===== config.mk =====
export PLATFORM = sky130hd
export DESIGN_NAME = ov_pattern_src_flat
export DESIGN_NICKNAME = d
export VERILOG_FILES = /design/src/rtl/ov_pattern_src_if.sv /design/src/rtl/ov_pattern_src.sv /design/src/flat_wrapper.sv
export SDC_FILE = /design/constraint.sdc
export NUM_CORES = 1
export LEC_CHECK = 0
export ABC_AREA = 1
export CAP_MARGIN = 20
export CORE_MARGIN = 2
export CORE_UTILIZATION = 30
export CTS_CLUSTER_SIZE = 25
export DETAILED_ROUTE_END_ITERATION = 8
export DONT_BUFFER_PORTS = 1
export HOLD_SLACK_MARGIN = 0.08
export PLACE_DENSITY_LB_ADDON = 0.08
export SLEW_MARGIN = 40
export SYNTH_ARGS = -nofsm -noshare
export SYNTH_HDL_FRONTEND = slang
export SYNTH_SLANG_ARGS = --single-unit

===== constraint.sdc =====
create_clock -name mem_clk -period 4 [get_ports mem_clk]
set_clock_uncertainty 0.1 [all_clocks]
set_input_delay 0.8 -clock mem_clk [delete_from_list [all_inputs] [get_ports mem_clk]]
set_output_delay 0.8 -clock mem_clk [all_outputs]
set_load 0.02 [all_outputs]

===== src/rtl/ov_pattern_src_if.sv =====
// Camera-side bus of the OV7670-style pattern source: pixel clock, sync strobes and data byte.
// The master drives the bus and the capture side samples it.
interface ov_pattern_src_if;
  logic       ov_pclk;
  logic       ov_vs;
  logic       ov_hs;
  logic [7:0] cam_data;

  modport master (output ov_pclk, ov_vs, ov_hs, cam_data);
  modport slave  (input  ov_pclk, ov_vs, ov_hs, cam_data);
endinterface


===== src/rtl/ov_pattern_src.sv =====
// OV7670-compatible pixel-stream generator: VSYNC/HREF framing, YUV422 byte order (Y U Y V),
// and data that changes on the falling edge of pclk.
module ov_pattern_src #(
  parameter int H_ACTIVE = 640,
  parameter int V_ACTIVE = 480,
  parameter int H_BLANK  = 144,
  parameter int VS_LINES = 3,
  parameter int V_BACK   = 17,
  parameter int V_FRONT  = 10
) (
  input  logic                mem_clk,
  input  logic                rst,
  input  logic                work_en,
  input  logic [1:0]          pattern_sel,
  input  logic [9:0]          patch_x0,
  input  logic [9:0]          patch_x1,
  input  logic [8:0]          patch_y0,
  input  logic [8:0]          patch_y1,
  ov_pattern_src_if.master    cam,
  output logic [15:0]         frame_cnt,
  output logic                busy
);
  localparam int         LINE_PCLK = 2 * H_ACTIVE + H_BLANK;
  localparam logic [11:0] PIX_LAST = 12'(LINE_PCLK - 1);
  localparam logic [11:0] BYTES    = 12'(2 * H_ACTIVE);

  typedef enum logic [2:0] {S_IDLE, S_VSYNC, S_VBACK, S_ACTIVE, S_VFRONT} state_t;

  state_t      state_q, state_d;
  logic [11:0] pix_q, pix_d;
  logic [11:0] line_q, line_d;
  logic [11:0] line_last;
  logic        pclk_q, pclk_d;
  logic        vs_q, vs_d;
  logic        hs_q, hs_d;
  logic        busy_q, busy_d;
  logic [7:0]  data_q, data_d;
  logic [15:0] frame_q, frame_d;
  logic [1:0]  sel_q, sel_d;
  logic [9:0]  x0_q, x0_d, x1_q, x1_d;
  logic [8:0]  y0_q, y0_d, y1_q, y1_d;
  logic        start_frame;
  logic        tick;

  logic [9:0]  x, xc;
  logic [8:0]  y;
  logic        in_x, in_xc, in_y, is_u;
  logic [7:0]  luma, chroma;

  // Every state update happens on the edge where pclk goes 1->0.
  assign tick = pclk_q;

  always_comb begin
    line_last = 12'(VS_LINES - 1);
    case (state_q)
      S_VBACK:  line_last = 12'(V_BACK - 1);
      S_ACTIVE: line_last = 12'(V_ACTIVE - 1);
      S_VFRONT: line_last = 12'(V_FRONT - 1);
      default:  line_last = 12'(VS_LINES - 1);
    endcase
  end

  always_comb begin
    pclk_d      = ~pclk_q;
    state_d     = state_q;
    pix_d       = pix_q;
    line_d      = line_q;
    frame_d     = frame_q;
    sel_d       = sel_q;
    x0_d        = x0_q;
    x1_d        = x1_q;
    y0_d        = y0_q;
    y1_d        = y1_q;
    start_frame = 1'b0;
    if (tick) begin
      case (state_q)
        S_IDLE: start_frame = work_en;
        default: begin
          if (pix_q == PIX_LAST) begin
            pix_d = '0;
            if (line_q == line_last) begin
              line_d = '0;
              case (state_q)
                S_VSYNC:  state_d = S_VBACK;
                S_VBACK:  state_d = S_ACTIVE;
                S_ACTIVE: state_d = S_VFRONT;
                default: begin
                  frame_d = frame_q + 16'd1;
                  if (work_en) start_frame = 1'b1;
                  else         state_d     = S_IDLE;
                end
              endcase
            end else begin
              line_d = line_q + 12'd1;
            end
          end else begin
            pix_d = pix_q + 12'd1;
          end
        end
      endcase
      // Frame configuration is frozen at VSYNC entry so a frame is never mixed.
      if (start_frame) begin
        state_d = S_VSYNC;
        pix_d   = '0;
        line_d  = '0;
        sel_d   = pattern_sel;
        x0_d    = patch_x0;
        x1_d    = patch_x1;
        y0_d    = patch_y0;
        y1_d    = patch_y1;
      end
    end
  end

  always_comb begin
    x      = pix_d[10:1];
    xc     = {pix_d[10:2], 1'b0};
    y      = line_d[8:0];
    is_u   = ~pix_d[1];
    in_x   = (x >= x0_q) && (x <= x1_q);
    in_xc  = (xc >= x0_q) && (xc <= x1_q);
    in_y   = (y >= y0_q) && (y <= y1_q);
    luma   = 8'h00;
    chroma = 8'h80;
    // Chroma of a pixel pair always comes from its even pixel.
    case (sel_q)
      2'd0: luma = {x[9:7], 5'b0};
      2'd1: begin
        luma   = x[9:2];
        chroma = is_u ? y[8:1] : 8'h80;
      end
      2'd2: begin
        luma = (in_x && in_y) ? 8'hC0 : 8'h10;
        if (in_xc && in_y) chroma = is_u ? 8'h70 : 8'hA0;
      end
      default: luma = frame_q[7:0];
    endcase

    vs_d   = vs_q;
    hs_d   = hs_q;
    busy_d = busy_q;
    data_d = data_q;
    if (tick) begin
      vs_d   = (state_d == S_VSYNC);
      busy_d = (state_d != S_IDLE);
      hs_d   = (state_d == S_ACTIVE) && (pix_d < BYTES);
      data_d = hs_d ? (pix_d[0] ? chroma : luma) : 8'h00;
    end
  end

  always_ff @(posedge mem_clk or posedge rst) begin
    if (rst) begin
      state_q <= S_IDLE;
      pix_q   <= '0;
      line_q  <= '0;
      pclk_q  <= 1'b0;
      vs_q    <= 1'b0;
      hs_q    <= 1'b0;
      busy_q  <= 1'b0;
      data_q  <= 8'h00;
      frame_q <= 16'h0000;
      sel_q   <= '0;
      x0_q    <= '0;
      x1_q    <= '0;
      y0_q    <= '0;
      y1_q    <= '0;
    end else begin
      state_q <= state_d;
      pix_q   <= pix_d;
      line_q  <= line_d;
      pclk_q  <= pclk_d;
      vs_q    <= vs_d;
      hs_q    <= hs_d;
      busy_q  <= busy_d;
      data_q  <= data_d;
      frame_q <= frame_d;
      sel_q   <= sel_d;
      x0_q    <= x0_d;
      x1_q    <= x1_d;
      y0_q    <= y0_d;
      y1_q    <= y1_d;
    end
  end

  assign cam.ov_pclk  = pclk_q;
  assign cam.ov_vs    = vs_q;
  assign cam.ov_hs    = hs_q;
  assign cam.cam_data = data_q;
  assign frame_cnt    = frame_q;
  assign busy         = busy_q;
endmodule


===== src/flat_wrapper.sv =====
// flat-port wrapper written by rule: the top's interface ports become plain ports
module ov_pattern_src_flat 
#(
  parameter int H_ACTIVE = 640,
  parameter int V_ACTIVE = 480,
  parameter int H_BLANK  = 144,
  parameter int VS_LINES = 3,
  parameter int V_BACK   = 17,
  parameter int V_FRONT  = 10
)
  (mem_clk, rst, work_en, pattern_sel, patch_x0, patch_x1, patch_y0, patch_y1, frame_cnt, busy, cam_ov_pclk, cam_ov_vs, cam_ov_hs, cam_cam_data);
  ov_pattern_src_if cam_i ();
  input  logic mem_clk;
  input  logic rst;
  input  logic work_en;
  input  logic [1:0] pattern_sel;
  input  logic [9:0] patch_x0;
  input  logic [9:0] patch_x1;
  input  logic [8:0] patch_y0;
  input  logic [8:0] patch_y1;
  output logic [15:0] frame_cnt;
  output logic busy;
  output wire logic [$bits(cam_i.ov_pclk)-1:0] cam_ov_pclk;
  output wire logic [$bits(cam_i.ov_vs)-1:0] cam_ov_vs;
  output wire logic [$bits(cam_i.ov_hs)-1:0] cam_ov_hs;
  output wire logic [$bits(cam_i.cam_data)-1:0] cam_cam_data;
  assign cam_ov_pclk = cam_i.ov_pclk;
  assign cam_ov_vs = cam_i.ov_vs;
  assign cam_ov_hs = cam_i.ov_hs;
  assign cam_cam_data = cam_i.cam_data;
  ov_pattern_src #(.H_ACTIVE(H_ACTIVE), .V_ACTIVE(V_ACTIVE), .H_BLANK(H_BLANK), .VS_LINES(VS_LINES), .V_BACK(V_BACK), .V_FRONT(V_FRONT)) u_core (.mem_clk(mem_clk), .rst(rst), .work_en(work_en), .pattern_sel(pattern_sel), .patch_x0(patch_x0), .patch_x1(patch_x1), .patch_y0(patch_y0), .patch_y1(patch_y1), .cam(cam_i), .frame_cnt(frame_cnt), .busy(busy));
endmodule

* Word level (Yosys, flattened, before mapping) *
Cells that the tools add are included.
W data, S select, Z words.

cells by class
  add/subtract/negate cells = 3
  magnitude comparators = 7
  equality and inequality tests = 11
  multiplexer cells = 31
  bitwise gates (word level) = 3
  reduce and logical (&&, ||, !) cells = 14

operators with widths
  operator                 count
  $mux W12                 8
  $mux W8                  6
  $pmux W9 S3              1
  $add A12 B1 Y12 const B  2
  $pmux W8 S3              1
  $ge A10 B10 Y1           2
  $le A10 B10 Y1           2
  $mux W3                  6
  $add A16 B1 Y16 const B  1
  $pmux W8 S2              1
  $eq A12 B11 Y1 const B   1
  $eq A12 B9 Y1            1
  $lt A12 B11 Y1 const B   1
  $eq A3 B2 Y1 const B     3
  $ge A9 B9 Y1             1
  $le A9 B9 Y1             1
  $mux W9                  1
  $pmux W3 S3              1
  $eq A3 B1 Y1 const B     2
  $logic_and A1 B1 Y1      6
  $mux W1                  6
  $reduce_and A5 Y1        1
  $eq A3 B3 Y1 const B     1
  $logic_not A3 Y1         1
  other kinds (10)         12

word-level totals
  flip-flop bits (word level) = 95
  input bits = 43
  logic and storage cells = 84

* Depth between registers and ports, before layout *
  depth in word-level cells = 16
  mapped depth = 30
  gate-level depth less buffers = 28

* Least setup slack after synthesis *
Ideal clock, no wire load.

  path type = reg-to-reg
  start = register u_core.pix_q[0]
  end = register u_core.data_q[7], in the netlist u_core.cam.cam_data[7]
  arrival = 3.104 ns
  required time = 3.783 ns
  setup slack = 0.679 ns
  cell stages (with the launch flop) = 25
  path buffers = 0
  period minus slack after synthesis = 3.321 ns
  path through = dfrtp_1 > ha_1 > inv_1 > nor2_4 > nand3_1 > nor2_4 > inv_2 > nor2_4 > inv_1 > nor2_1 > inv_1 > nand4_1 > inv_1 > ha_1 > nand2_1 > nor2_1 > nand2_1 > o211ai_1 > o21ai_0 > nor2_1 > nand3_1 > a21oi_1 > nand2_1 > nand3_1 > nand2_1

between the ends
  longest elaborated chain between the ends = 13
  elaborated cells on any way between the ends = 39
  those cells by class = 1 x add/sub; 7 x order compare; 2 x eq/ne; 23 x mux; 6 x reduce/logical

RTL lines
  what                                                 line                                          text
  start: declaration                                   ov_pattern_src.sv:30                          logic [11:0] pix_q, pix_d;
  start signal: assignment                             ov_pattern_src.sv:169                         pix_q <= pix_d;
  $eq A12 B11 Y1 *                                     ov_pattern_src.sv:79                          if (pix_q == PIX_LAST) begin
  $mux W1                                              ov_pattern_src.sv:79
  $mux W1                                              ov_pattern_src.sv:76                          case (state_q)
  $mux W1                                              ov_pattern_src.sv:75                          if (tick) begin
  $mux W12 *                                           ov_pattern_src.sv:102                         if (start_frame) begin
  $mux W9 *                                            ov_pattern_src.sv:75
  via u_core.line_d[6]                                 ov_pattern_src.sv:31                          logic [11:0] line_q, line_d;
  $ge A9 B9 Y1 / $le A9 B9 Y1 (equally long branches)  ov_pattern_src.sv:122                         in_y = (y >= y0_q) && (y <= y1_q);
  $logic_and A1 B1 Y1 *                                ov_pattern_src.sv:122
  $logic_and A1 B1 Y1 (on tied branches)               ov_pattern_src.sv:133, ov_pattern_src.sv:134
  $mux W8 (on tied branches)                           ov_pattern_src.sv:133, ov_pattern_src.sv:134
  $pmux W8 S3 / $pmux W8 S2 (equally long branches)    ov_pattern_src.sv:126                         case (sel_q)
  $mux W8 * (2 in a row)                               ov_pattern_src.sv:147                         data_d = hs_d ? (pix_d[0] ? chroma : luma) : 8'h00;
  end signal: assignment                               ov_pattern_src.sv:175                         data_q <= data_d;
  end: declaration                                     ov_pattern_src.sv:37                          logic [7:0] data_q, data_d;

The timed path passes the listed nets; every way through them passes the cells marked *. The select of a mux whose other input is x is not followed.
A chain may end at the register's enable or synchronous reset.

* Worst setup path in the final report *
  start = register u_core.state_q[2]
  end = register u_core.data_q[6], in the netlist u_core.cam.cam_data[6]

between the ends
  longest elaborated chain between the ends = 16
  elaborated cells on any way between the ends = 50
  those cells by class = 7 x order compare; 6 x eq/ne; 29 x mux; 8 x reduce/logical

RTL lines
  what                                                    line                                          text
  start: declaration                                      ov_pattern_src.sv:29                          state_t state_q, state_d;
  start signal: assignment                                ov_pattern_src.sv:168                         state_q <= state_d;
  $eq A3 B3 Y1 (tied with other cells)                    ov_pattern_src.sv:55                          case (state_q)
  $pmux W9 S3 / $reduce_or A3 Y1 (equally long branches)  --
  $eq A12 B9 Y1 / $mux W1 (equally long branches)         ov_pattern_src.sv:81, ov_pattern_src.sv:83
  $mux W1                                                 ov_pattern_src.sv:81                          if (line_q == line_last) begin
  $mux W1                                                 ov_pattern_src.sv:79
  $mux W1                                                 ov_pattern_src.sv:76
  $mux W1                                                 ov_pattern_src.sv:75
  $mux W12 *                                              ov_pattern_src.sv:102
  $mux W9 *                                               ov_pattern_src.sv:75
  via u_core.line_d[8]                                    ov_pattern_src.sv:31
  $ge A9 B9 Y1 / $le A9 B9 Y1 (equally long branches)     ov_pattern_src.sv:122
  $logic_and A1 B1 Y1 *                                   ov_pattern_src.sv:122
  $logic_and A1 B1 Y1 (on tied branches)                  ov_pattern_src.sv:133, ov_pattern_src.sv:134
  $mux W8 (on tied branches)                              ov_pattern_src.sv:133, ov_pattern_src.sv:134
  $pmux W8 S3 / $pmux W8 S2 (equally long branches)       ov_pattern_src.sv:126
  $mux W8 * (2 in a row)                                  ov_pattern_src.sv:147

Marks and branches as above.

==> metrics.yaml <==
finalCriticalPeriod_ps: 3650
design.die.area_um2: 22400
internal-power_uw: 1600
synth_seq_area_share: 0.374
place_hpwl_mm: 14.2
postSynthCellCount: 841
ctsHtreeMaxLevel: 3
clock_tree.root_cell: "clkbuf_16"
post-route-cell-area_um2: 7220
globalplace.congestion: 0.890
synth_top_area_share: 0.374
fillers: 2236
vias_per_cell: 4.73
grt_first_pass_wirelength_mm: 29.5
grt_pass1_vias: 5344
synth_enable_flop_cells: 0
synthFlopType: "dfrtp_1"
clockBufferDepth: 2
finalHoldViolations: 0
netlist_area_um2: 6360
power_frac_comb: 0.011
area_delta_synth_final_pct: 13.5
grt_overflow_total: 0
ys_top_cells_by_count: "nand2_1, inv_1, dfrtp_1"
die_h_um: 150
antenna_cells: 0
worst_pin_slew_ps: 652
rows: 53
slew_headroom: 0.565
fmax_ghz: 0.274
status: "completed"
clkPwrFrac: 0.519
async_flop_share: 1.00
fin_ws_ps: 350
initial_core_util: 0.304
clock-sinks: 95
swShare: 0.219
p_leak_uw: 0.00362
die_w_um: 150
dr.first_iter.drc_count: 390
crit_path_start_kind: "register"
cts.clk_slew.worst_paths_ps: 80
clk_latency_ps: 360
switchingPower_uw: 447
setup_viol: 0
slew_viol_final: 0
synth.area.top_cells: "dfrtp_1, nand2_1, ha_1"
worst_ep_required_time_ps: 4200
fin_nets: 948
drive_gt1_frac: 0.132
cp_data_arrival_time_ps: 3850
ys_ff_latch: 95
portBuffers: 0
seq_power_share: 0.470
power_density_nw_per_um2: 283
cts_made_buffers: 9
avgSynthCellArea_um2: 7.56
drc: 0
boundaryPins: 71
ys_warn_count: 0
ir_worst_vdd_mv: 0.230
crit_fanout: 9
wire_per_inst_um: 16.1
end_kind: "register"
groute.usage.overall: 0.171
critPathKind: "reg -> reg"
period_share: 0.913
drtPass1Iterations: 6
max-cap-violations: 0
cts_tree: "yes"
vias: 5396
syn_nets: 929
place_area_um2: 6800
antenna_found_initial: 0
place_ws_ps: 73.0
synth_top_area_cell: "dfrtp_1"
wirelength_mm: 18.3
grt_max_degree: 59
coreArea_um2: 20900
synth_cell_types: 41
hold_path.class: "in -> async"
synth.most_common_cell: "nand2_1"
ant_nets: 0
-- layer usage --
| metal | vias up | GRT usage | wire (µm) |
|---|---|---|---|
| met4 | 0 | 0.0662 | 407 |
| met3 | 24 | 0.0311 | 777 |
| met2 | 108 | 0.257 | 8140 |
| met5 | - | 0 | 0 |
| met1 | 2511 | 0.244 | 9020 |
| li1 | 2753 | - | - |
-- timing repair --
action | CTS | global route
buffers inserted | 0 | 1
endpoints found under the setup margin | 0 | 4
resized for setup | 0 | 18
hold buffers | 0 | 0
-- path summary, 6_finish.rpt --
path	start	depth (start not counted)	endpoint	slack, ps
max	u_core.state_q[2]	27	u_core.cam.cam_data[6]	350
min	rst	1	u_core.y1_q[5]	260
min in group mem_clk	u_core.y1_q[0]	2	u_core.y1_q[0]	400
max reg2reg	u_core.state_q[2]	27	u_core.cam.cam_data[6]	350
max in group asynchronous	rst	2	u_core.x0_q[0]	2850
min reg2reg	u_core.y1_q[0]	2	u_core.y1_q[0]	400
-- flip-flops by register name, indices dropped and copies added, names as in the netlist --
register	flops
u_core.x1_q	10
u_core.cam.cam_data	8
u_core.cam.ov_hs	1
u_core.x0_q	10
u_core.busy	1
u_core.pix_q	12
u_core.cam.ov_pclk	1
u_core.line_q	12
u_core.state_q	3
u_core.cam.ov_vs	1
u_core.frame_cnt	16
u_core.y1_q	9
u_core.sel_q	2
u_core.y0_q	9
-- layout by cell type (no fill, tap or decap), types with 4 or more instances in the layout --
cell,instances
nand2_1,226
inv_1,109
dfrtp_1,92
nor2_1,65
o21ai_0,53
nand3_1,51
ha_1,45
buf_4,27
a21oi_1,24
xor2_1,17
nand4_1,17
nor3_1,13
o21ai_1,13
nand3_2,10
nor2_4,9
clkbuf_16,9
inv_2,7
nor2_2,7
a21oi_2,6
xnor2_1,6
nand2_2,5
nor3_2,4
nand3_4,4
nand2_4,4
o211ai_1,4
o21ai_2,4
o22ai_1,4
-- power by group through the flow --
stage | sequential [µW] | clock (µW) | combinational [µW]
after floorplan | 979 | 0 | 15.8
after global placement | 979 | 0 | 24.8
after detailed placement | 979 | 0 | 25.1
after CTS | 959 | 1090 | 25.4
after global routing | 959 | 1120 | 28.4
final | 959 | 1060 | 23.0
-- through the flow --
stage	instances	util	power (µW)	TNS (ps)	hold WS [ps]
floorplan	841	-	994	0	355
global placement	1123	0.325	1000	0	405
detailed placement	1123	0.325	1000	0	385
CTS	1139	0.342	2070	0	385
global route	1140	0.345	2110	-11.2	308
finish	1140	0.345	2040	0	256
-- critical path, stage by stage (launching register included) --
cell	delay [ps]
dfrtp_2	490
inv_6	110
nand3_4	120
nand2_1	110
nand2_1	70
inv_2	50
nand3_2	70
nor2_4	130
nand3_4	90
nand2_4	100
nand2_4	130
nand2_8	130
nor2_1	70
nor2_2	150
inv_2	100
ha_1	340
nand2_1	80
nor2_1	130
nand2_1	70
o211ai_1	210
o21ai_2	100
nor2_2	160
nand2_1	90
nor2_1	110
nand2_1	60
nand3_1	80
nand3_1	80
nand2_1	70
-- layout make-up --
| class | count | area [µm²] | area share |
|---|---|---|---|
| Multi-Input combinational cell | 607 | 3450 | 0.478 |
| Clock inverter | 6 | 116 | 0.0161 |
| Clock buffer | 10 | 239 | 0.0331 |
| Sequential cell | 95 | 2380 | 0.330 |
| Inverter | 119 | 462 | 0.0640 |
| Timing Repair Buffer | 28 | 223 | 0.0309 |
| Tap cell | 275 | 344 | 0.0477 |
-- logic make-up (layout without fill, tap and decap cells) --
kind of cell    Yosys count  after routing  share of synthesized area
compound gates          114            114                     0.0980
xor+xnor                 23             23                     0.0317
fa+ha+maj                45             45                     0.0886
buf+inv                 139            163                     0.0909
flops                    95             95                      0.374
mux                       1              1                    0.00177
simple gates            424            424                      0.315
(Power assumes the default switching activity.)
